[src/rtl/ao486_ifill_req_queue_pkg.sv]
// ao486_ifill_req_queue_pkg: L1.5 message codes, FSM states and byte-swap helper
package ao486_ifill_req_queue_pkg;

    localparam logic [4:0] IMISS_RQ  = 5'b10000;
    localparam logic [3:0] IFILL_RET = 4'b0001;
    localparam logic [3:0] INT_RET   = 4'b0111;

    typedef enum logic [1:0] {
        ST_IDLE,
        ST_ISSUE,
        ST_WAIT,
        ST_DELIVER
    } state_e;

    function automatic logic [31:0] bswap32(input logic [31:0] w);
        return {w[7:0], w[15:8], w[23:16], w[31:24]};
    endfunction

endpackage

[src/rtl/ao486_req_fifo.sv]
// ao486_req_fifo: DEPTH x W request FIFO with registered full flag
module ao486_req_fifo #(
    parameter  int DEPTH = 4,
    parameter  int W     = 32,
    localparam int PW    = $clog2(DEPTH),
    localparam int CW    = PW + 1
) (
    input  logic          clk,
    input  logic          rst_n,
    input  logic          push_i,
    input  logic          pop_i,
    input  logic [W-1:0]  data_i,
    output logic [W-1:0]  data_o,
    output logic [CW-1:0] count_o,
    output logic          full_o,
    output logic          empty_o
);

    logic [W-1:0]  mem_q [DEPTH];
    logic [PW-1:0] wr_ptr_q, rd_ptr_q;
    logic [CW-1:0] count_q, count_d;
    logic          full_q, do_push, do_pop;

    // Pushes while full are dropped; pops on empty are ignored.
    always_comb begin
        do_push = push_i && !full_q;
        do_pop  = pop_i && (count_q != '0);
        count_d = count_q + CW'(do_push) - CW'(do_pop);
    end

    // Pointers wrap naturally; full is registered from the next count.
    always_ff @(posedge clk or negedge rst_n) begin
        if (!rst_n) begin
            wr_ptr_q <= '0;
            rd_ptr_q <= '0;
            count_q  <= '0;
            full_q   <= 1'b0;
        end else begin
            if (do_push) wr_ptr_q <= wr_ptr_q + 1'b1;
            if (do_pop) rd_ptr_q <= rd_ptr_q + 1'b1;
            count_q <= count_d;
            full_q  <= (count_d == CW'(DEPTH));
        end
    end

    // Entry storage needs no reset; only valid entries are ever read out.
    always_ff @(posedge clk) begin
        if (do_push) mem_q[wr_ptr_q] <= data_i;
    end

    // A dropped push means the core ignored req_full.
    always_ff @(posedge clk) begin
        if (rst_n) assert (!(push_i && full_q)) else $warning("ao486_req_fifo: push while full dropped");
    end

    assign data_o  = mem_q[rd_ptr_q];
    assign count_o = count_q;
    assign full_o  = full_q;
    assign empty_o = (count_q == '0);

endmodule

[src/rtl/ao486_ifill_req_queue.sv]
// ao486_ifill_req_queue: buffers ao486 readcode requests and issues them as IMISS to L1.5
module ao486_ifill_req_queue
    import ao486_ifill_req_queue_pkg::*;
#(
    parameter int DEPTH  = 4,
    parameter int ADDR_W = 32
) (
    input  logic              clk,
    input  logic              rst_n,
    input  logic              req_do_i,
    input  logic [ADDR_W-1:0] req_addr_i,
    output logic              req_full_o,
    input  logic              issue_block_i,
    output logic              ifill_val_o,
    output logic [4:0]        ifill_rqtype_o,
    output logic [39:0]       ifill_address_o,
    input  logic              l15_header_ack_i,
    input  logic              l15_val_i,
    input  logic [3:0]        l15_returntype_i,
    input  logic [63:0]       l15_data_2_i,
    input  logic [63:0]       l15_data_3_i,
    output logic [127:0]      readcode_line_o,
    output logic              readcode_done_o,
    output logic              busy_o
);

    localparam int CW = $clog2(DEPTH) + 1;

    state_e            state_q, state_d;
    logic [ADDR_W-1:0] head;
    logic [CW-1:0]     fifo_count;
    logic              fifo_empty, pop, capture;
    logic [127:0]      line_q;

    ao486_req_fifo #(.DEPTH(DEPTH), .W(ADDR_W)) u_fifo (
        .clk     (clk),
        .rst_n   (rst_n),
        .push_i  (req_do_i),
        .pop_i   (pop),
        .data_i  (req_addr_i),
        .data_o  (head),
        .count_o (fifo_count),
        .full_o  (req_full_o),
        .empty_o (fifo_empty)
    );

    // Next state: one miss in flight, issue held off while the transducer blocks.
    always_comb begin
        state_d = state_q;
        pop     = 1'b0;
        capture = 1'b0;
        case (state_q)
            ST_IDLE:    state_d = (!fifo_empty && !issue_block_i) ? ST_ISSUE : ST_IDLE;
            ST_ISSUE: begin
                pop     = l15_header_ack_i;
                state_d = l15_header_ack_i ? ST_WAIT : ST_ISSUE;
            end
            ST_WAIT: begin
                capture = l15_val_i && (l15_returntype_i == IFILL_RET);
                state_d = capture ? ST_DELIVER : ST_WAIT;
            end
            ST_DELIVER: state_d = (!fifo_empty && !issue_block_i) ? ST_ISSUE : ST_IDLE;
        endcase
    end

    // State register and returned line, cleared on reset so no stale line leaks out.
    always_ff @(posedge clk or negedge rst_n) begin
        if (!rst_n) begin
            state_q <= ST_IDLE;
            line_q  <= '0;
        end else begin
            state_q <= state_d;
            if (capture) line_q <= {bswap32(l15_data_2_i[63:32]), bswap32(l15_data_2_i[31:0]),
                                    bswap32(l15_data_3_i[63:32]), bswap32(l15_data_3_i[31:0])};
        end
    end

    // An IFILL return with no miss outstanding points at a protocol error upstream.
    always_ff @(posedge clk) begin
        if (rst_n && l15_val_i && l15_returntype_i == IFILL_RET)
            assert (state_q == ST_WAIT) else $warning("ao486_ifill_req_queue: IFILL_RET with no miss outstanding");
    end

    assign ifill_val_o     = (state_q == ST_ISSUE);
    assign ifill_rqtype_o  = ifill_val_o ? IMISS_RQ : 5'd0;
    assign ifill_address_o = ifill_val_o ? {{(40-ADDR_W){head[ADDR_W-1]}}, head} : 40'd0;
    assign readcode_line_o = line_q;
    assign readcode_done_o = (state_q == ST_DELIVER);
    assign busy_o          = (fifo_count != '0) || (state_q != ST_IDLE);

endmodule

[config.mk]
export PLATFORM = sky130hd
export DESIGN_NAME = ao486_ifill_req_queue
export DESIGN_NICKNAME = d
export VERILOG_FILES = /design/src/rtl/ao486_ifill_req_queue_pkg.sv /design/src/rtl/ao486_req_fifo.sv /design/src/rtl/ao486_ifill_req_queue.sv
export SDC_FILE = /design/constraint.sdc
export NUM_CORES = 1
export LEC_CHECK = 0
export BUFFER_PORTS_ARGS = -buffer_cell sky130_fd_sc_hd__buf_2
export CAP_MARGIN = 15
export CORE_MARGIN = 2
export CORE_UTILIZATION = 52
export DETAILED_ROUTE_END_ITERATION = 16
export GPL_ROUTABILITY_DRIVEN = 0
export GPL_TIMING_DRIVEN = 1
export PLACE_DENSITY_LB_ADDON = 0.25
export SLEW_MARGIN = 10
export SYNTH_ARGS = -nofsm -noshare
export SYNTH_HDL_FRONTEND = slang
export SYNTH_SLANG_ARGS = --single-unit
[constraint.sdc]
create_clock -name clk -period 3.7 [get_ports clk]
set_input_delay 0.37 -clock clk [delete_from_list [all_inputs] [get_ports clk]]
set_output_delay 0.37 -clock clk [all_outputs]
set_load 0.005 [all_outputs]
After elaboration in Yosys (flattened, before gate mapping)
Memories as Yosys holds them, arrays and structs flattened.
Cells that the tools add are included.
Operators by class
  add/sub/neg operators: 4
  equality and inequality tests: 5
  muxes and demuxes: 10
  reductions and logical operators: 13
Operator list (number)
  two-way mux 40 bit: 1
  two-way mux 1 bit: 6
  case mux 2 bit (3 select lines): 1
  two-way mux 5 bit: 1
  adder 2 x 1 -> 2 bit, second input constant: 2
  equality test 2 bit, second input constant: 2
  equality test 4 x 1 -> 1 bit, second input constant: 1
  logical AND 1 bit: 4
  adder 3 x 1 -> 3 bit: 1
  equality test 3 bit, second input constant: 1
  zero test 1 bit: 3
  zero test 3 bit: 1
  nonzero test 3 bit: 1
  subtractor 3 x 1 -> 3 bit: 1
  equality test 2 x 1 -> 1 bit, second input constant: 1
  zero test 2 bit: 1
  two-way mux 2 bit: 1
  nonzero test 2 bit: 1
  OR reduction 2 bit: 1
  logical OR 1 bit: 1
Word-level totals
  register bits: 138
  RAM bits: 128
  bits of input ports: 170
  output and inout bits: 177
  logic and storage cells: 39
  memories: 1
Memories
  u_fifo.mem_q: depth 4, bits a word 32, rd ports 1, clocked after Yosys merged registers in 0, write ports 1, line ao486_req_fifo.sv:19  | logic [W-1:0] mem_q [DEPTH];

Depth between registers and ports, before layout
  word-level depth: 5
  depth in mapped cells: 10
  depth with buffers taken out: 10

Modules after synthesis
From an unflattened synthesis, not the netlist that was laid out.
Unflattened totals
  cells, all modules: 543
  area, all modules: 10780.3 um^2
By module, submodules not included
  ao486_ifill_req_queue: times used 1, cells an instance 336, area each 5657.9 um^2, sequential area each 3253.1 um^2
  ao486_req_fifo: times used 1, cells an instance 207, area each 5122.4 um^2, sequential area each 4043.9 um^2

Worst setup path before layout
Ideal clock, no wire load.
  path type: reg-to-reg
  from: register state_q[0]
  to: register u_fifo.full_q, in the netlist u_fifo.full_o
  setup time: 0.088 ns
  arrival: 2.161 ns
  required time: 3.612 ns
  path slack: 1.451 ns
  stages on the path, launching flop included: 10
  buffers on the path: 0
  path through: dfrtp_1 > ha_1 > o311a_1 > ha_1 > inv_1 > ha_1 > fa_1 > xor2_1 > xnor2_1 > nor3b_1
On the way
  word-level cells in the longest chain between the ends: 5
RTL lines
  start, declared: line ao486_ifill_req_queue.sv:29  | state_e state_q, state_d;
  start signal, assigned: line ao486_ifill_req_queue.sv:72  | state_q <= state_d;
  equality test 2 x 1 -> 1 bit
  net ifill_val_o: line ao486_ifill_req_queue.sv:14  | output logic ifill_val_o,
  two-way mux 1 bit: line ao486_ifill_req_queue.sv:52  | case (state_q)
  logical AND 1 bit: line ao486_req_fifo.sv:27  | do_pop = pop_i && (count_q != '0);
  net u_fifo.do_pop: line ao486_req_fifo.sv:22  | logic full_q, do_push, do_pop;
  subtractor 3 x 1 -> 3 bit: line ao486_req_fifo.sv:28  | count_d = count_q + CW'(do_push) - CW'(do_pop);
  net u_fifo.count_d[2]: line ao486_req_fifo.sv:21  | logic [CW-1:0] count_q, count_d;
  equality test 3 bit: line ao486_req_fifo.sv:42  | full_q <= (count_d == CW'(DEPTH));
  end signal, assigned: line ao486_req_fifo.sv:42
  end, declared: line ao486_req_fifo.sv:22
The timed path passes the listed nets, and every way through them passes these cells.
A chain may end at the register's enable or synchronous reset.

Worst setup path in the final report
  from: register u_fifo.rd_ptr_q[1]
  to: output port ifill_address_o[31]
On the way
  word-level cells in the longest chain between the ends: 2
RTL lines
  start, declared: line ao486_req_fifo.sv:20  | logic [PW-1:0] wr_ptr_q, rd_ptr_q;
  start signal, assigned: line ao486_req_fifo.sv:40  | if (do_pop) rd_ptr_q <= rd_ptr_q + 1'b1;
  memory read (4 x 32 bit)
  two-way mux 40 bit: line ao486_ifill_req_queue.sv:86  | assign ifill_address_o = ifill_val_o ? {{(40-ADDR_W){head[ADDR_W-1]}}, head} : 40'd0;
  end, declared: line ao486_ifill_req_queue.sv:16  | output logic [39:0] ifill_address_o,
No other way between the ends.

==> impl_metrics.csv <==
group,metric,value,unit
sta,worst_pin_slew,720,ps
power_and_ir_drop,finalPower,9460,µW
worst_setup_path,r2r_slack,960,ps
worst_setup_path,critPathKind,"reg -> out",
clock_network,cts_resized,0,
finish,fin_nets,1074,
logic_synthesis,synth_compound_area_share,0.278,%
drt,drc,0,
clock_network,cts_setup_buffers,0,
logic_synthesis,synth_top_family_by_area,"multiplexers",
sta,fin_crit,2830,ps
sta,finClkSkew,6.08,ps
logic_synthesis,yosys.area_share.simple,2.82,%
placed_design,io_buffers,342,
placed_design,dp_slack,978,ps
logic_synthesis,synth.cell_area,10300,µm²
global_route,grt_pass1_vias,6551,
floorplan,die_h,145,µm
clock_network,cts_max_level,1,
drt,wl_per_cell,19.7,µm
sta,hold_violations,0,
sta,clock.fmax,353,MHz
logic_synthesis,synth-async-reset-ratio,51.9,%
drt,viasPerCell,5.17,
drt,dr.pass1.iters,4,
sta,rsz0062_at_grt,"no",
floorplan,fp-row-count,51,
worst_setup_path,cp_data_required_time,3330,ps
sta,hold_ws,61.0,ps
global_route,grt_max_degree,82,
worst_setup_path,endpoint_kind,"output pin",
sta,drv_slew,0,
worst_setup_path,cp-startpoint,"u_fifo.rd_ptr_q[1]",
logic_synthesis,synthXorXnorAreaFrac,0.423,%
logic_synthesis,yosys-mux-area-fraction,20.9,%
global_route,grt_pass1_wl,36300,µm
clock_network,clk_pin_slew,60,ps
finish,syn_to_final_growth,26.7,%
power_and_ir_drop,ir_drop,0.000425,V
logic_synthesis,synth_top_area_share,37.2,%
logic_synthesis,synth_flop_cell,"dfrtp_1",
sta,tns,0,ps
floorplan,initial_core_util,53.2,%
global_route,grt_use_total,21.9,%
power_and_ir_drop,power_density,722,nW/µm²
job,drv_cap,0,
power_and_ir_drop,p_leak,0.00629,µW
worst_setup_path,critPathArrivalTime,2460,ps
placed_design,place_area,12200,µm²
clock_network,ctsHoldBuffers,1,
logic_synthesis,ys_seq_elements,266,
drt,vias,6108,
logic_synthesis,postSynthCellCount,543,
logic_synthesis,avgSynthCellArea,19.1,µm²
clock_network,cts.sinks,266,
worst_setup_path,critPathLaunchType,"register",
logic_synthesis,ys_types,25,
drt,drtIter0Drc,233,
logic_synthesis,ys_seq_area_share,70.5,%
global_route,grt_overflow_total,0,
sta,slew_headroom,52.0,%
finish,final_common_cell,"buf_2",
sta,fin_ws,865,ps
drt,drt_wl_total,23300,µm
worst_setup_path,rr_worst_depth,11,
floorplan,fp.dieW,145,µm
finish,final_cell_mix,"buf_2, dfrtp_1, mux2_2, edfxtp_1, and2_1",
clock_network,cts_made_buffers,28,
finish,stdcell_area,13100,µm²
logic_synthesis,synthAdderAreaFrac,1.52,%
floorplan,fp.dieArea,21000,µm²
finish,drive_gt1_share,60.6,%
outcome,run_status,"finished, final reports clean",
clock_network,clock-root-buffer,"clkbuf_16",
worst_setup_path,critPathMaxFanout,23,
floorplan,num_io_pins,347,
clock_network,clock_path_buffers,3,
worst_setup_path,critPathCapture,"ifill_address_o[31]",
logic_synthesis,ys.warnings.count,0,
logic_synthesis,synth_edf_count,128,
hold_path,min_path_cells,1,
floorplan,core,19500,µm²
sta,setup_viol,0,
clock_network,cts_tree,"built",
worst_setup_path,timing.rr.end,"u_fifo.full_o",
clock_network,insertion_delay,520,ps
logic_synthesis,synth_top_cell_by_area,"edfxtp_1",
logic_synthesis,synth_area_leaders,"edfxtp_1, dfrtp_1, mux2_2",
drt,detail-route-antenna-nets,0,
sta,post-route-period-util,76.6,%
worst_setup_path,worstReg2RegStart,"state_q[1]",
placed_design,post-dp-hpwl,16200,µm
hold_path,min_path_type,"in -> reg",
global_route,antenna_found_initial,2,
critical path, stage by stage (launching register included):
cell and delay (ps):
dfrtp_1 680, buf_4 430, mux4_2 340, and2_1 300, buf_2 190
cells in the mapped netlist, types with 2 or more instances:
| library cell | n |
|---|---|
| buf_4 | 13 |
| xor2_1 | 2 |
| o21ai_0 | 2 |
| and2_1 | 36 |
| nand2_1 | 4 |
| buf_2 | 5 |
| buf_6 | 6 |
| clkbuf_8 | 8 |
| mux2_2 | 128 |
| inv_1 | 9 |
| ha_1 | 11 |
| nor3_1 | 3 |
| dfrtp_1 | 138 |
| mux4_2 | 32 |
| clkbuf_1 | 7 |
| xnor2_1 | 3 |
| edfxtp_1 | 128 |
worst min-delay path by stage:
stage,from,end,slack [ps]
floorplan,rst_n,readcode_line_o[0],70
global placement,rst_n,readcode_line_o[0],440
detailed placement,rst_n,readcode_line_o[0],460
CTS,req_addr_i[20],u_fifo.mem_q[1][20],40
global route,req_addr_i[11],u_fifo.mem_q[1][11],40
finish,req_addr_i[24],u_fifo.mem_q[2][24],60
logic make-up after synthesis:
| group | after synthesis |
|---|---|
| AOI/OAI and AO/OA | 4 |
| xor gates and xnor gates | 5 |
| adders and majority gates | 12 |
| buffers and inverters | 48 |
| DFF | 266 |
| muxes | 160 |
| other | 1 |
| and+or+nand+nor | 47 |
power by group:
part	switching [µW]	leakage (µW)	internal (µW)	total, µW
registers	379	0.00302	3860	4240
clock network	1100	0.000439	1650	2750
logic	1130	0.00284	1340	2470
stage by stage:
step                instances  util [%]
detailed placement       1126      62.5
floorplan                 546         -
global placement         1126      62.5
finish                   1182      67.3
CTS                      1179      67.3
global route             1180      67.3
layout make-up:
class	count	area, µm²
Multi-Input combinational cell	232	2700
Tap cell	265	332
Clock inverter	17	158
Clock buffer	35	758
Inverter	9	33.8
Timing Repair Buffer	355	1820
Fill cell	1364	6360
Antenna cell	3	7.51
Sequential cell	266	7300
layer usage:
layer	part of all wire [%]	wire length, µm	up-vias	GRT usage [%]
met5	0.047	11	-	0
met4	2.7	636	2	7.03
met3	7.6	1780	53	5.31
met2	52	12000	262	38.2
met1	38	8860	3098	27.0
li1	-	-	2693	-
state kept, by name (all words and copies together), names as in the netlist:
register         flops
readcode_line_o    128
u_fifo.mem_q       128
u_fifo.count_o       3
state_q              2
u_fifo.rd_ptr_q      2
u_fifo.wr_ptr_q      2
u_fifo.full_o        1
Note: power is estimated with default switching activity, not from simulation.
